[src/rtl/reset_tick_gen_pkg.sv]
// Shared definitions for the reset/tick front end: reset FSM state
// encodings, default parameter values and a counter-width helper.
package reset_tick_gen_pkg;

  typedef enum logic {
    RTG_HOLD = 1'b0,
    RTG_RUN  = 1'b1
  } rtg_state_t;

  localparam int RTG_DEBOUNCE_BITS = 16;
  localparam int RTG_HOLD_CYCLES   = 16;
  localparam int RTG_SLOW          = 21;

  // Bits needed to count 0 .. n-1, never less than one.
  function automatic int rtg_cnt_width(input int n);
    return (n <= 2) ? 1 : $clog2(n);
  endfunction

endpackage

[src/rtl/reset_tick_gen_btn_debouncer.sv]
// btn_debouncer: synchronises the raw button, rejects bounces shorter than
// 2**DEBOUNCE_BITS samples and flags each debounced press with a 1-cycle pulse.
module btn_debouncer
  import reset_tick_gen_pkg::*;
#(
  parameter int DEBOUNCE_BITS = RTG_DEBOUNCE_BITS
) (
  input  logic CLK,
  input  logic RESET,
  input  logic BTN,
  output logic btn_level,
  output logic btn_press
);

  logic                     s1;
  logic                     s2;
  logic                     level_d;
  logic [DEBOUNCE_BITS-1:0] dcnt;

  // Two-flop synchroniser; BTN is asynchronous to CLK and only s2 is used downstream.
  always_ff @(posedge CLK) begin
    // NOTE: non-blocking assignments make s2 take the previous s1, giving two real flops.
    if (RESET) begin
      s1 <= 1'b0;
      s2 <= 1'b0;
    end else begin
      s1 <= BTN;
      s2 <= s1;
    end
  end

  // Level follows s2 only after a full run of disagreeing samples; any agreeing sample restarts the count.
  always_ff @(posedge CLK) begin
    if (RESET) begin
      dcnt      <= '0;
      btn_level <= 1'b0;
    end else if (s2 == btn_level) begin
      dcnt <= '0;
    end else if (dcnt == '1) begin
      btn_level <= s2;
      dcnt      <= '0;
    end else begin
      dcnt <= dcnt + DEBOUNCE_BITS'(1);
    end
  end

  // Press pulse in the cycle after the debounced level rises; falls are not reported.
  always_ff @(posedge CLK) begin
    if (RESET) begin
      level_d   <= 1'b0;
      btn_press <= 1'b0;
    end else begin
      level_d   <= btn_level;
      btn_press <= btn_level & ~level_d;
    end
  end

endmodule

[src/rtl/reset_tick_gen.sv]
// reset_tick_gen: debounced button, stretched active-low resetn and a slow
// 1-cycle tick enable for logic that runs entirely on CLK.
// Build option: define RESET_TICK_GEN_BTN_RESET_EN to make the debounced
// button an additional reset cause (holding it keeps resetn low).
module reset_tick_gen
  import reset_tick_gen_pkg::*;
#(
  parameter int DEBOUNCE_BITS = RTG_DEBOUNCE_BITS,
  parameter int HOLD_CYCLES   = RTG_HOLD_CYCLES,
  parameter int SLOW          = RTG_SLOW
) (
  input  logic CLK,
  input  logic RESET,
  input  logic BTN,
  output logic resetn,
  output logic tick,
  output logic btn_level,
  output logic btn_press
);

  localparam int            HW        = rtg_cnt_width(HOLD_CYCLES);
  localparam logic [HW-1:0] HOLD_LAST = HW'(HOLD_CYCLES - 1);

  rtg_state_t      state;
  logic [HW-1:0]   hcnt;
  logic [SLOW-1:0] tcnt;
  logic            btn_cause;

  btn_debouncer #(
    .DEBOUNCE_BITS(DEBOUNCE_BITS)
  ) u_debouncer (
    .CLK       (CLK),
    .RESET     (RESET),
    .BTN       (BTN),
    .btn_level (btn_level),
    .btn_press (btn_press)
  );

`ifdef RESET_TICK_GEN_BTN_RESET_EN
  assign btn_cause = btn_level;
`else
  assign btn_cause = 1'b0;
`endif

  // Reset FSM plus tick counter; RESET is handled first, so inside the else the only cause left is the button.
  always_ff @(posedge CLK) begin
    if (RESET) begin
      state  <= RTG_HOLD;
      hcnt   <= '0;
      resetn <= 1'b0;
      tcnt   <= '0;
      tick   <= 1'b0;
    end else begin
      case (state)
        RTG_HOLD: begin
          tcnt <= '0;
          tick <= 1'b0;
          if (btn_cause) begin
            hcnt <= '0;
          end else if (hcnt == HOLD_LAST) begin
            state  <= RTG_RUN;
            resetn <= 1'b1;
            hcnt   <= '0;
          end else begin
            hcnt <= hcnt + HW'(1);
          end
        end
        RTG_RUN: begin
          if (btn_cause) begin
            // Leaving RUN drops the partial tick period and suppresses any pending tick.
            state  <= RTG_HOLD;
            resetn <= 1'b0;
            hcnt   <= '0;
            tcnt   <= '0;
            tick   <= 1'b0;
          end else begin
            tcnt <= tcnt + SLOW'(1);
            tick <= (tcnt == '1);
          end
        end
      endcase
    end
  end

endmodule

[config.mk]
export PLATFORM = sky130hd
export DESIGN_NAME = reset_tick_gen
export DESIGN_NICKNAME = d
export VERILOG_FILES = /design/src/rtl/reset_tick_gen_pkg.sv /design/src/rtl/reset_tick_gen_btn_debouncer.sv /design/src/rtl/reset_tick_gen.sv
export SDC_FILE = /design/constraint.sdc
export NUM_CORES = 1
export LEC_CHECK = 0
export BUFFER_PORTS_ARGS = -buffer_cell sky130_fd_sc_hd__buf_4
export CAP_MARGIN = 20
export CORE_MARGIN = 5
export CORE_UTILIZATION = 50
export DETAILED_ROUTE_END_ITERATION = 7
export MAX_ROUTING_LAYER = met4
export PLACE_DENSITY = 0.66
export SLEW_MARGIN = 20
export SYNTH_ARGS = -nofsm -noshare
export SYNTH_HDL_FRONTEND = slang
export SYNTH_SLANG_ARGS = --single-unit
[constraint.sdc]
create_clock -name CLK -period 3.3 [get_ports CLK]
set_clock_uncertainty 0.1 [all_clocks]
set_input_delay 0.33 -clock CLK [delete_from_list [all_inputs] [get_ports CLK]]
set_output_delay 0.33 -clock CLK [all_outputs]
set_load 0.005 [all_outputs]
### Yosys cells after proc, flatten, opt, wreduce, memory -nomap -nowiden

Cells that the tools add are included.

| word-level totals | value |
|---|---|
| register bits | 49 |
| input port bits | 3 |
| output and inout port bits | 4 |
| word-level logic and storage cells | 34 |

| cells by class | value |
|---|---|
| add/subtract/negate cells | 3 |
| equal/unequal tests | 5 |
| mux-type cells | 8 |
| bitwise logic cells | 4 |
| reductions and logical operators | 3 |

Operators with widths:

| kind | number |
|---|---|
| $pmux W21 S2 | 1 |
| $add A21 B1 Y21 const B | 1 |
| $eq A21 B21 Y1 const B | 1 |
| $add A16 B1 Y16 const B | 1 |
| $eq A16 B16 Y1 const B | 1 |
| $mux W4 | 2 |
| $add A4 B1 Y4 const B | 1 |
| $eq A4 B4 Y1 const B | 1 |
| $pmux W1 S2 | 2 |
| $reduce_and A2 Y1 | 2 |
| $mux W1 | 3 |
| $not A1 Y1 | 3 |
| $reduce_or A3 Y1 | 1 |
| $ne A2 B2 Y1 const B | 1 |
| $and A1 B1 Y1 | 1 |
| $eq A1 B1 Y1 | 1 |

### Depth between registers and ports, before layout

Gate-level depths: netlist of run 1.

| logic depth | value |
|---|---|
| depth in word-level cells | 3 |
| depth in mapped cells | 6 |
| depth with buffers taken out | 5 |

### Hierarchy

From an unflattened synthesis of run 1, not the netlist that was laid out.

| second synthesis, totals | value |
|---|---|
| cells, all modules | 232 |
| area, all modules | 2097.0 sq um |

By module, submodules not included:

| module | instances | cells an instance | area an instance (sq um) | seq. area each (sq um) |
|---|---|---|---|---|
| reset_tick_gen | 1 | 136 | 1222.4 | 560.5 |
| btn_debouncer | 1 | 96 | 874.6 | 420.4 |

### Worst setup path before layout of run 1

No wires, ideal clock.

| timing path | value |
|---|---|
| path type | register to register |
| from | register tcnt[5] |
| to | register tcnt[15] |
| library setup time | 0.070 ns |
| arrival | 1.686 ns |
| data required time | 3.130 ns |
| path slack | 1.444 ns |
| stages on the path, launching flop included | 5 |
| buffers on the path | 0 |
| period minus slack after synthesis | 1.856 ns |
| cell sequence | dfxtp_1 nand4_2 or4_4 or4_1 a21oi_1 |

| on the way | value |
|---|---|
| longest elaborated chain between the ends | 2 |

Ends and longest elaborated chain:

| what | RTL line | RTL |
|---|---|---|
| from (decl) | reset_tick_gen.sv:26 | `logic [SLOW-1:0] tcnt;` |
| from (signal assigned) | reset_tick_gen.sv:77 | `tcnt <= tcnt + SLOW'(1);` |
| $add A21 B1 Y21 | reset_tick_gen.sv:77 |  |
| $pmux W21 S2 | reset_tick_gen.sv:54 | `case (state)` |

Every way passes these cells.
A chain may end at the register's enable or synchronous reset.

### Worst setup path after layout of run 1

| timing path | value |
|---|---|
| from | register u_debouncer.dcnt[3] |
| to | register u_debouncer.dcnt[8] |

| on the way | value |
|---|---|
| longest elaborated chain between the ends | 2 |
| elaborated cells between the ends (all ways) | 3 |
| classes of those cells | 1 x add/sub; 1 x eq/ne; 1 x reduce/logical |

Ends and longest elaborated chain:

| what | RTL line | RTL |
|---|---|---|
| from (decl) | reset_tick_gen_btn_debouncer.sv:18 | `logic [DEBOUNCE_BITS-1:0] dcnt;` |
| from (signal assigned) | reset_tick_gen_btn_debouncer.sv:43 | `dcnt <= dcnt + DEBOUNCE_BITS'(1);` |
| parallel branches: the longest is 2 deep, another holds $add A16 B1 Y16 | n/a |  |

Parallel ways; which one is timed is not known.

==> results of run 1 <==
[layout by cell type, fill, tap and decap left out, types with 3 or more instances in the layout]
cell,instances
a21oi_1,8
clkbuf_8,5
nand4_1,7
nor2b_1,5
buf_4,6
nor4_1,6
nor2_1,39
or3_2,3
nand2b_1,6
nand3_1,10
nor3_1,7
xnor2_1,17
xor2_1,8
nand2_1,19
mux2i_1,4
a31o_2,4
ha_1,3
inv_1,7
a31oi_1,3
o21ai_0,3
dfxtp_1,49
[flip-flops by register name (all words and copies together) (netlist names)]
signal	flops
tcnt	21
u_debouncer.dcnt	16
hcnt	4
resetn	1
state	1
tick	1
u_debouncer.btn_level	1
u_debouncer.btn_press	1
u_debouncer.level_d	1
u_debouncer.s1	1
u_debouncer.s2	1
[metal layers]
metal  wire (um)  track usage  vias up
met5           0            -        -
met4          57       0.0604        0
met3         122       0.0506        5
met2        1450        0.227       23
met1        1700        0.181      678
li1            -            -      797
[report_power, final]
| group | total (uW) | switching, uW | internal, uW |
|---|---|---|---|
| sequential | 600 | 4.32 | 595 |
| combinational | 17.2 | 8.42 | 8.76 |
| clock | 409 | 189 | 220 |
| total | 1030 | 202 | 824 |
[through the flow]
| stage | worst slack (ps) | power (uW) | util | area [um^2] |
|---|---|---|---|---|
| final | 1280 | 1030 | 0.562 | 2230 |
| after CTS | 1280 | 1040 | 0.562 | 2230 |
| after global placement | 1340 | 631 | 0.536 | 2130 |
| after global routing | 1090 | 1070 | 0.562 | 2230 |
| after detailed placement | 1300 | 631 | 0.536 | 2130 |
| after floorplan | 1440 | 626 | - | 2040 |
[logic make-up (layout without fill, tap and decap cells)]
family | Yosys count | after routing | share of synthesized area
and+or+nand+nor | 112 | 112 | 0.277
buffers and inverters | 12 | 20 | 0.0227
muxes | 4 | 4 | 0.0196
DFF | 49 | 49 | 0.481
xor gates and xnor gates | 25 | 25 | 0.107
AOI/OAI and AO/OA | 23 | 23 | 0.0736
adders and majority gates | 3 | 3 | 0.0184
[worst register-to-register path, delay by kind of cell (launching register included)]
kind	cells	cell delay, ps
and+or+nand+nor	3	1020
AOI/OAI and AO/OA	1	390
DFF	1	400
[Yosys cell counts]
master	count	area [um^2]
nand4_1	7	43.8
a21o_1	1	7.51
and4_1	1	8.76
nand3_2	1	10.0
dfxtp_1	49	981
nand2b_1	6	37.5
nand4b_1	1	8.76
or4_4	1	11.3
ha_1	3	37.5
mux2i_1	4	40.0
nor4_2	1	12.5
a31o_2	4	35.0
clkbuf_1	4	15.0
a31oi_1	3	18.8
nor4_1	6	37.5
o21ai_0	3	15.0
nand2_1	19	71.3
nor3_1	7	35.0
a311oi_1	1	8.76
nand4_2	1	12.5
or3_1	1	6.26
xor2_1	8	70.1
nor2_1	39	146
nand3_1	10	50.1
and3_1	1	6.26
a41o_1	1	10.0
xnor2_1	17	149
inv_1	7	26.3
or3_2	3	22.5
o31ai_1	1	7.51
or4_1	1	7.51
nor2b_1	5	31.3
and2_1	1	6.26
a211oi_1	1	7.51
buf_2	1	5.00
a21oi_1	8	40.0
[cell type report]
cell class / count / area (um^2) / share of cell area
clock inverters: 2 / 35.0 / 0.0157
flip-flops and latches: 49 / 981 / 0.440
inverters: 7 / 26.3 / 0.0118
repair buffers: 6 / 45.0 / 0.0202
well taps: 50 / 62.6 / 0.0280
multi-input cells: 167 / 1010 / 0.454
clock buffers: 5 / 68.8 / 0.0308
[worst max path at each step]
stage,start,endpoint,slack [ps],cells past startpoint
floorplan,tcnt[5]$_SDFF_PP0_,tcnt[15]$_SDFF_PP0_,1440,4
finish,u_debouncer.dcnt[3]$_SDFF_PP0_,u_debouncer.dcnt[8]$_SDFF_PP0_,1280,4
CTS,u_debouncer.dcnt[3]$_SDFF_PP0_,u_debouncer.dcnt[8]$_SDFF_PP0_,1280,4
global route,u_debouncer.dcnt[3]$_SDFF_PP0_,u_debouncer.dcnt[8]$_SDFF_PP0_,1090,4
global placement,tcnt[5]$_SDFF_PP0_,tcnt[15]$_SDFF_PP0_,1340,4
detailed placement,tcnt[5]$_SDFF_PP0_,tcnt[15]$_SDFF_PP0_,1300,4
==> results.txt, run 1 <==
Critical-path cell list - nand4_1 > nor4_2 > a31o_2 > nor2_1
Max clock buf depth - 2
FF-to-FF End - u_debouncer.dcnt[8]$_SDFF_PP0_
Max cap viols - 0
Post-Syn Instances - 228
Min cycle time layout - 2020 ps
Pre-antenna DRT Iters - 5
RD Place Congestion - 0.739
Worst path bufs/invs - 0
Hpwl dp - 2.26 mm
Hold EP - u_debouncer.s1$_SDFF_PP0_
Rows - 23
Reg2Reg Launch Point - u_debouncer.dcnt[3]$_SDFF_PP0_
Fillcell total - 360
Status - finished, final reports clean
CP delay by family, top - simple AND/OR/NAND/NOR gates
Initial DRC count - 100
Setup bufs post-CTS - 0
Clock tree sinks - 49
Drc violations - 0
First-pass GRT wire length - 6.21 mm
Largest net degree at the start of global routing - 20
FMAX - 494 MHz
Headroom to the max-slew limit - 0.478
Routed WL - 3.33 mm
I/O Buffers - 6
N_diodes - 0
Die area - 0.00546 mm^2
Clock Latency Late Sink - 300 ps
WL per Instance - 11.6 um
Initial Util - 0.514
Antenna violations before repair - 0
Ports - 7
Worst Hold Launch - BTN
CP peak stage delay - 590 ps
Setup TNS - 0 ps
Worst Path Required - 3390 ps
Reg2reg path depth - 4
Hold path depth - 2
Reg2reg setup slack - 1280 ps
Slew Limit Fails - 0
Core ar. - 0.00397 mm^2
Crit start category - flip-flop
Pwr/cell area - 460 mW/mm^2
Crit-path slowest cell - nor4_2
Antenna-violating nets left - 0
Synthesized area - 0.00204 mm^2
Overflow after GRT - 0
Placed instance count - 279
Cell chosen for the clock root - clkbuf_8
Tcrit/Tclk final - 0.614
HP Class - input pin to flip-flop
Syn Nets - 234
Seq cells post-synth - 49
Final net count - 242
Crit Path Class - flip-flop to flip-flop
Vias in the first global route - 1463
Die width - 73.9 um
H-tree Lvls - 2
All-Layer GR Usage - 0.150
RSZ-0062 raised after global routing - false
CTS tree - done
Crit path arrival time - 2110 ps
Worst VDD drop - 0.283 mV
Leakage power - 0.000742 uW
Worst-path clk slew - 90 ps
Worst hold margin - 142 ps
Post-CTS Hold Buffers - 0
Die Y - 73.9 um
Synth unique cells - 36
Fraction of layout cells with a size suffix above 1 - 0.102
Detailed-route vias per instance - 5.26
Routed vias - 1503
Non-filler cells, final - 286
CP Max Fanout - 12
Mean post-synth cell area - 8.94 um^2
Seq/Total Area, Yosys - 0.481
Yosys warning count - 0
Final Setup Violations - 0
CTS buffer count - 5
Worst-margin pin slew - 776 ps
Final count of hold timing violations - 0
CP Capture Type - flip-flop
Area growth, synth to finish - 9.39%
CTS resizes - 0
Power figures use the tool's default switching activity.
==> run 2, diff against run 1 <==
--- a/config.mk
+++ b/config.mk
@@ -11,7 +11,7 @@
 export CORE_UTILIZATION = 50
 export DETAILED_ROUTE_END_ITERATION = 7
 export MAX_ROUTING_LAYER = met4
-export PLACE_DENSITY = 0.66
+export PLACE_DENSITY = 0.69
 export SLEW_MARGIN = 20
 export SYNTH_ARGS = -nofsm -noshare
 export SYNTH_HDL_FRONTEND = slang
==> constraint.sdc (replaced) <==
create_clock -name CLK -period 1.75 [get_ports CLK]
set_clock_uncertainty 0.1 [all_clocks]
set_input_delay 0.175 -clock CLK [delete_from_list [all_inputs] [get_ports CLK]]
set_output_delay 0.175 -clock CLK [all_outputs]
set_load 0.005 [all_outputs]
==> results.txt, run 2 (same netlist as run 1, synthesis figures left out) <==
Status - finished, final reports clean
Worst VDD drop - 0.598 mV (+110%)
Tcrit/Tclk final - 0.961 (+0.347)
Hpwl dp - 2.52 mm (+11%)
Overflow after GRT - 0 (unchanged)
Clock Power Share - 0.395 (-0.004)
CTS buffer count - 5 (unchanged)
Met3 Routed Length - 128 um (+4.9%)
Largest regs - tcnt x21, u_debouncer.dcnt x16, hcnt x4
N_diodes - 0 (unchanged)
Slew Limit Fails - 0 (unchanged)
Metal-1 WL - 1.76 mm (+3.9%)
Final Setup Violations - 0 (unchanged)
Power share of the combinational group - 0.018 (about the same)
I/O Buffers - 6 (unchanged)
RSZ-0062 raised after global routing - true
Routed WL - 3.50 mm (+5.3%)
Max cap viols - 0 (unchanged)
Commonest non-fill, non-tap cell in the layout - dfxtp_1
Detailed-route vias per instance - 5.18 (-1.4%)
Die width - 73.9 um (unchanged)
Rows - 23 (unchanged)
Die Y - 73.9 um (unchanged)
Setup bufs post-CTS - 0 (unchanged)
Final count of hold timing violations - 0 (unchanged)
Worst path bufs/invs - 0 (unchanged)
Initial DRC count - 74 (-26%)
All-Layer GR Usage - 0.154 (+0.00400)
Core ar. - 0.00397 mm^2 (unchanged)
Drc violations - 0 (unchanged)
Routed vias - 1616 (+7.5%)
Critical-path cell list - nand4_4 > or4_4 > or4_1 > a21oi_1
Reg2reg setup slack - 70 ps (-1210 ps)
First-pass GRT wire length - 6.44 mm (+3.8%)
CP Capture Type - flip-flop
Crit path arrival time - 1810 ps (-300 ps)
Crit-path slowest cell - or4_4
Non-filler cells, final - 312 (+9.1%)
Placed instance count - 304 (+9.0%)
Reg2Reg Launch Point - tcnt[8]$_SDFF_PP0_
CP peak stage delay - 520 ps (-70 ps)
Ports - 7 (unchanged)
Max reg flops - 21 (unchanged)
Hold path depth - 2 (unchanged)
Pwr/cell area - 780 mW/mm^2 (+70%)
Initial Util - 0.514 (unchanged)
CTS tree - done
Crit start category - flip-flop
Antenna violations before repair - 0 (unchanged)
Die area - 0.00546 mm^2 (unchanged)
Pre-antenna DRT Iters - 4 (-1)
Worst Hold Launch - RESET
Clock tree sinks - 49 (unchanged)
Share of power burned in registers - 0.587 (+0.002)
Max clock buf depth - 2 (unchanged)
H-tree Lvls - 2 (unchanged)
Total chip power - 1930 uW (+88%)
FMAX - 595 MHz (+20%)
Worst hold margin - 19.1 ps (-123 ps)
Storage element area - 991 um^2 (+1.0%)
FF-to-FF End - tcnt[15]$_SDFF_PP0_
Area growth, synth to finish - 21.0%
RD Place Congestion - 0.759 (+2.8%)
CP Max Fanout - 3 (-9)
WL per Instance - 11.2 um (-3.5%)
Clock Latency Late Sink - 300 ps (about the same)
Largest Register - tcnt
Int Pwr - 1560 uW (+89%)
Worst-margin pin slew - 427 ps (-349 ps)
Largest net degree at the start of global routing - 15 (-25%)
Top layer in use - met4
Vias in the first global route - 1545 (+5.6%)
Leakage power - 0.000902 uW (+21%)
Worst Path Required - 1880 ps (-1510 ps)
Multi-input gate area - 0.00104 mm^2 (+3.0%)
Setup TNS - 0 ps (unchanged)
Crit Path Class - flip-flop to flip-flop
HP Class - input pin to flip-flop
Switching part of the total - 0.192 (-0.00468)
Min cycle time layout - 1680 ps (-343 ps)
Final core occ - 0.622 (+0.0599)
CP delay by family, top - simple AND/OR/NAND/NOR gates
Fillcell total - 333 (-7.5%)
NetSw - 369 uW (+83%)
Cell chosen for the clock root - clkbuf_8
Met2 wire length - 1.56 mm (+7.7%)
Final net count - 268 (+11%)
Antenna-violating nets left - 0 (unchanged)
Hold EP - hcnt[3]$_SDFFE_PP0N_
Headroom to the max-slew limit - 0.715 (+0.237)
Reg2reg path depth - 4 (unchanged)
Fraction of layout cells with a size suffix above 1 - 0.225 (+0.123)
Worst-path clk slew - 90 ps (about the same)
Commonest non-fill, non-tap cells in the layout - 41 x dfxtp_1, 39 x nor2_1, 31 x buf_4
[run 2: layout make-up]
class                   count  share of cell area
multi-input cells         167               0.422
inverters                   7              0.0106
repair buffers             32              0.0983
flip-flops and latches     49               0.401
well taps                  50              0.0253
clock inverters             2              0.0142
clock buffers               5              0.0279
[run 2: worst reg2reg max path, cell delays in order (launching register included)]
cell and delay [ps]:
dfxtp_2 350, nand4_4 100, or4_4 520, or4_1 400
a21oi_1 140
[run 2: how the worst max path moves through the flow]
stage               cells past startpoint                from                  end  slack, ps
floorplan                               4  tcnt[4]$_SDFF_PP0_  tcnt[15]$_SDFF_PP0_        -30
global placement                        4  tcnt[8]$_SDFF_PP0_  tcnt[15]$_SDFF_PP0_         10
detailed placement                      4  tcnt[8]$_SDFF_PP0_  tcnt[15]$_SDFF_PP0_         -7
CTS                                     4  tcnt[8]$_SDFF_PP0_  tcnt[13]$_SDFF_PP0_         30
global route                            4  tcnt[8]$_SDFF_PP0_  tcnt[15]$_SDFF_PP0_         -6
finish                                  4  tcnt[8]$_SDFF_PP0_  tcnt[15]$_SDFF_PP0_         70
[run 2: timing repair]
item | CTS | global route
endpoints found under the hold margin | 1 | 0
setup endpoints to repair | 1 | 9
resized for setup | 0 | 5
pin swaps | 3 | 4
hold buffers | 1 | 0
[run 2: power by group through the flow]
stage               combinational [uW]  sequential, uW  clock (uW)
floorplan                         25.8            1160           0
global placement                  32.4            1160           0
detailed placement                33.1            1160           0
CTS                               35.0            1130         784
global route                      39.3            1130         830
finish                            34.4            1130         760
[run 2: per-layer routing]
metal / global-route usage / vias to the layer above
met4: 0.0543 / 0
met5: - / -
met1: 0.193 / 739
met2: 0.237 / 23
li1: - / 850
met3: 0.0410 / 4
[run 2: per-stage QoR]
stage | cell area, um^2 | setup slack [ps]
after CTS | 2450 | 27.2
after detailed placement | 2340 | -6.50
final | 2470 | 68.5
after floorplan | 2060 | -34.5
after global routing | 2470 | -5.82
after global placement | 2340 | 12.4
==> run 3, diff against run 2 <==
--- a/config.mk
+++ b/config.mk
@@ -10,6 +10,7 @@
 export CORE_MARGIN = 5
 export CORE_UTILIZATION = 50
 export DETAILED_ROUTE_END_ITERATION = 7
+export GPL_TIMING_DRIVEN = 0
 export MAX_ROUTING_LAYER = met4
 export PLACE_DENSITY = 0.69
 export SLEW_MARGIN = 20
==> constraint.sdc (replaced) <==
create_clock -name CLK -period 1.75 [get_ports CLK]
set_clock_uncertainty 0.1 [all_clocks]
set_input_delay 0.175 -clock CLK [delete_from_list [all_inputs] [get_ports CLK]]
set_output_delay 0.175 -clock CLK [all_outputs]
set_load 0.01 [all_outputs]
==> results.txt, run 3 (same netlist as run 1, synthesis figures left out) <==
Largest regs - tcnt x21, u_debouncer.dcnt x16, hcnt x4
Crit-path slowest cell - or4_4
HP Class - input pin to flip-flop
Max clock buf depth - 2 (unchanged)
CTS buffer count - 5 (unchanged)
Largest Register - tcnt
FMAX - 571 MHz (-4.0%)
First-pass GRT wire length - 6.56 mm (+1.7%)
Worst-margin pin slew - 465 ps (+37.8 ps)
WL per Instance - 11.6 um (+3.7%)
CP Capture Type - flip-flop
Routed WL - 3.55 mm (+1.3%)
Slew Limit Fails - 0 (unchanged)
Crit Path Class - flip-flop to flip-flop
RD Place Congestion - 0.729 (-4.0%)
I/O Buffers - 6 (unchanged)
Crit start category - flip-flop
Max reg flops - 21 (unchanged)
Headroom to the max-slew limit - 0.688 (-0.0278)
Final Setup Violations - 1 (+1)
Most frequent CP cell - or4_4
Commonest non-fill, non-tap cells in the layout - 39 x nor2_1, 38 x dfxtp_1, 20 x buf_4
Antenna violations before repair - 0 (unchanged)
Core ar. - 0.00397 mm^2 (unchanged)
Detailed-route vias per instance - 5.22 (+0.78%)
Die Y - 73.9 um (unchanged)
Status - finished with violations
Die width - 73.9 um (unchanged)
Final count of hold timing violations - 0 (unchanged)
Worst-path clk slew - 90 ps (about the same)
CTS tree - done
Critical-path cell list - nand3_4 > or4_4 > or4_4 > a21oi_2
Antenna-violating nets left - 0 (unchanged)
Crit path arrival time - 1870 ps (+60 ps)
Fraction of layout cells with a size suffix above 1 - 0.235 (+0.0101)
Total chip power - 1780 uW (-7.4%)
Tcrit/Tclk final - 1.00 (+0.0396)
RSZ-0062 raised after global routing - true
Worst Path Required - 1870 ps (about the same)
Leakage power - 0.000863 uW (-4.2%)
All-Layer GR Usage - 0.156 (+0.00247)
Pwr/cell area - 726 mW/mm^2 (-6.9%)
Clock tree sinks - 49 (unchanged)
Fillcell total - 327 (-1.8%)
Initial Util - 0.514 (unchanged)
Die area - 0.00546 mm^2 (unchanged)
Overflow after GRT - 0 (unchanged)
Area growth, synth to finish - 20.4%
H-tree Lvls - 2 (unchanged)
Routed vias - 1592 (-1.5%)
Setup ws final - -0.888 ps (-69.4 ps)
Worst path bufs/invs - 0 (unchanged)
Hpwl dp - 2.33 mm (-7.8%)
Cell chosen for the clock root - clkbuf_8
Worst VDD drop - 0.486 mV (-19%)
Setup TNS - -0.888 ps (-0.888 ps)
Failing checks - negative setup slack
N_diodes - 0 (unchanged)
Worst hold margin - 162 ps (+143 ps)
Commonest non-fill, non-tap cell in the layout - nor2_1
Vias in the first global route - 1555 (+0.65%)
CP Max Fanout - 5 (+2)
Initial DRC count - 77 (+4.1%)
Max cap viols - 0 (unchanged)
Min cycle time layout - 1750 ps (+69.4 ps)
Largest net degree at the start of global routing - 15 (unchanged)
Final net count - 260 (-3.0%)
CP delay by family, top - simple AND/OR/NAND/NOR gates
Pre-antenna DRT Iters - 4 (unchanged)
Clock Latency Late Sink - 290 ps (about the same)
Rows - 23 (unchanged)
Drc violations - 0 (unchanged)
CP peak stage delay - 570 ps (+50 ps)
Ports - 7 (unchanged)
-- run 3: cell types whose count changed in the layout (fill, tap and decap cells not counted), moves of 2 or more --
cell and delta:
buf_4 -11, dfxtp_4 +6, clkbuf_1 +3, dfxtp_1 -3, dfxtp_2 -3, nand2_1 -2
nand2_2 +2, nor4_1 -2, nor4_2 +2
-- run 3: worst paths after layout --
path | from | to | slack [ps] | cells after the start
setup reg to reg | tcnt[3]$_SDFF_PP0_ | tcnt[15]$_SDFF_PP0_ | -0.9 | 4
hold / removal | RESET | tick$_SDFF_PP0_ | 160 | 4
setup / recovery | tcnt[3]$_SDFF_PP0_ | tcnt[15]$_SDFF_PP0_ | -0.9 | 4
hold reg to reg | u_debouncer.level_d$_SDFF_PP0_ | u_debouncer.btn_press$_SDFF_PP0_ | 290 | 1
-- run 3: power by group --
part | switching, uW | internal (uW) | total [uW]
Sequential | 7.54 | 1110 | 1120
Clock | 349 | 278 | 626
Combinational | 17.1 | 18.5 | 35.6
-- run 3: worst reg2reg max path, cell delays in order (launching register included) --
cell     delay [ps]
dfxtp_4         380
nand3_4         100
or4_4           570
or4_4           430
a21oi_2         120
-- run 3: per-layer routing --
metal	track usage	up-vias	routed length, um
met5	-	-	0
met4	0.0483	0	24
met3	0.0410	2	86
met2	0.242	14	1630
met1	0.198	741	1810
li1	-	835	-
-- run 3: per-stage QoR --
step,setup slack (ps),util,area [um^2],instances
floorplan,-34.5,-,2060,228
global placement,-254,0.547,2170,284
detailed placement,-255,0.547,2170,284
CTS,-16.5,0.594,2360,301
global route,-51.9,0.618,2460,305
finish,-0.888,0.618,2460,305
-- run 3: cell type report --
type	count	area [um^2]	area share
clock inverters	2	10.0	0.00408
multi-input cells	167	1100	0.449
inverters	7	26.3	0.0107
plain buffers	3	12.5	0.00509
well taps	50	62.6	0.0255
repair buffers	21	160	0.0652
clock buffers	6	72.6	0.0295
flip-flops and latches	49	1010	0.411
-- run 3: what timing repair did --
item                                    in CTS  in global routing
hold buffers                                 1                  0
resized for setup                           11                 16
pin swaps                                    8                  6
endpoints found under the setup margin      21                 22
buffers inserted                             8                  6
hold endpoints to repair                     1                  0
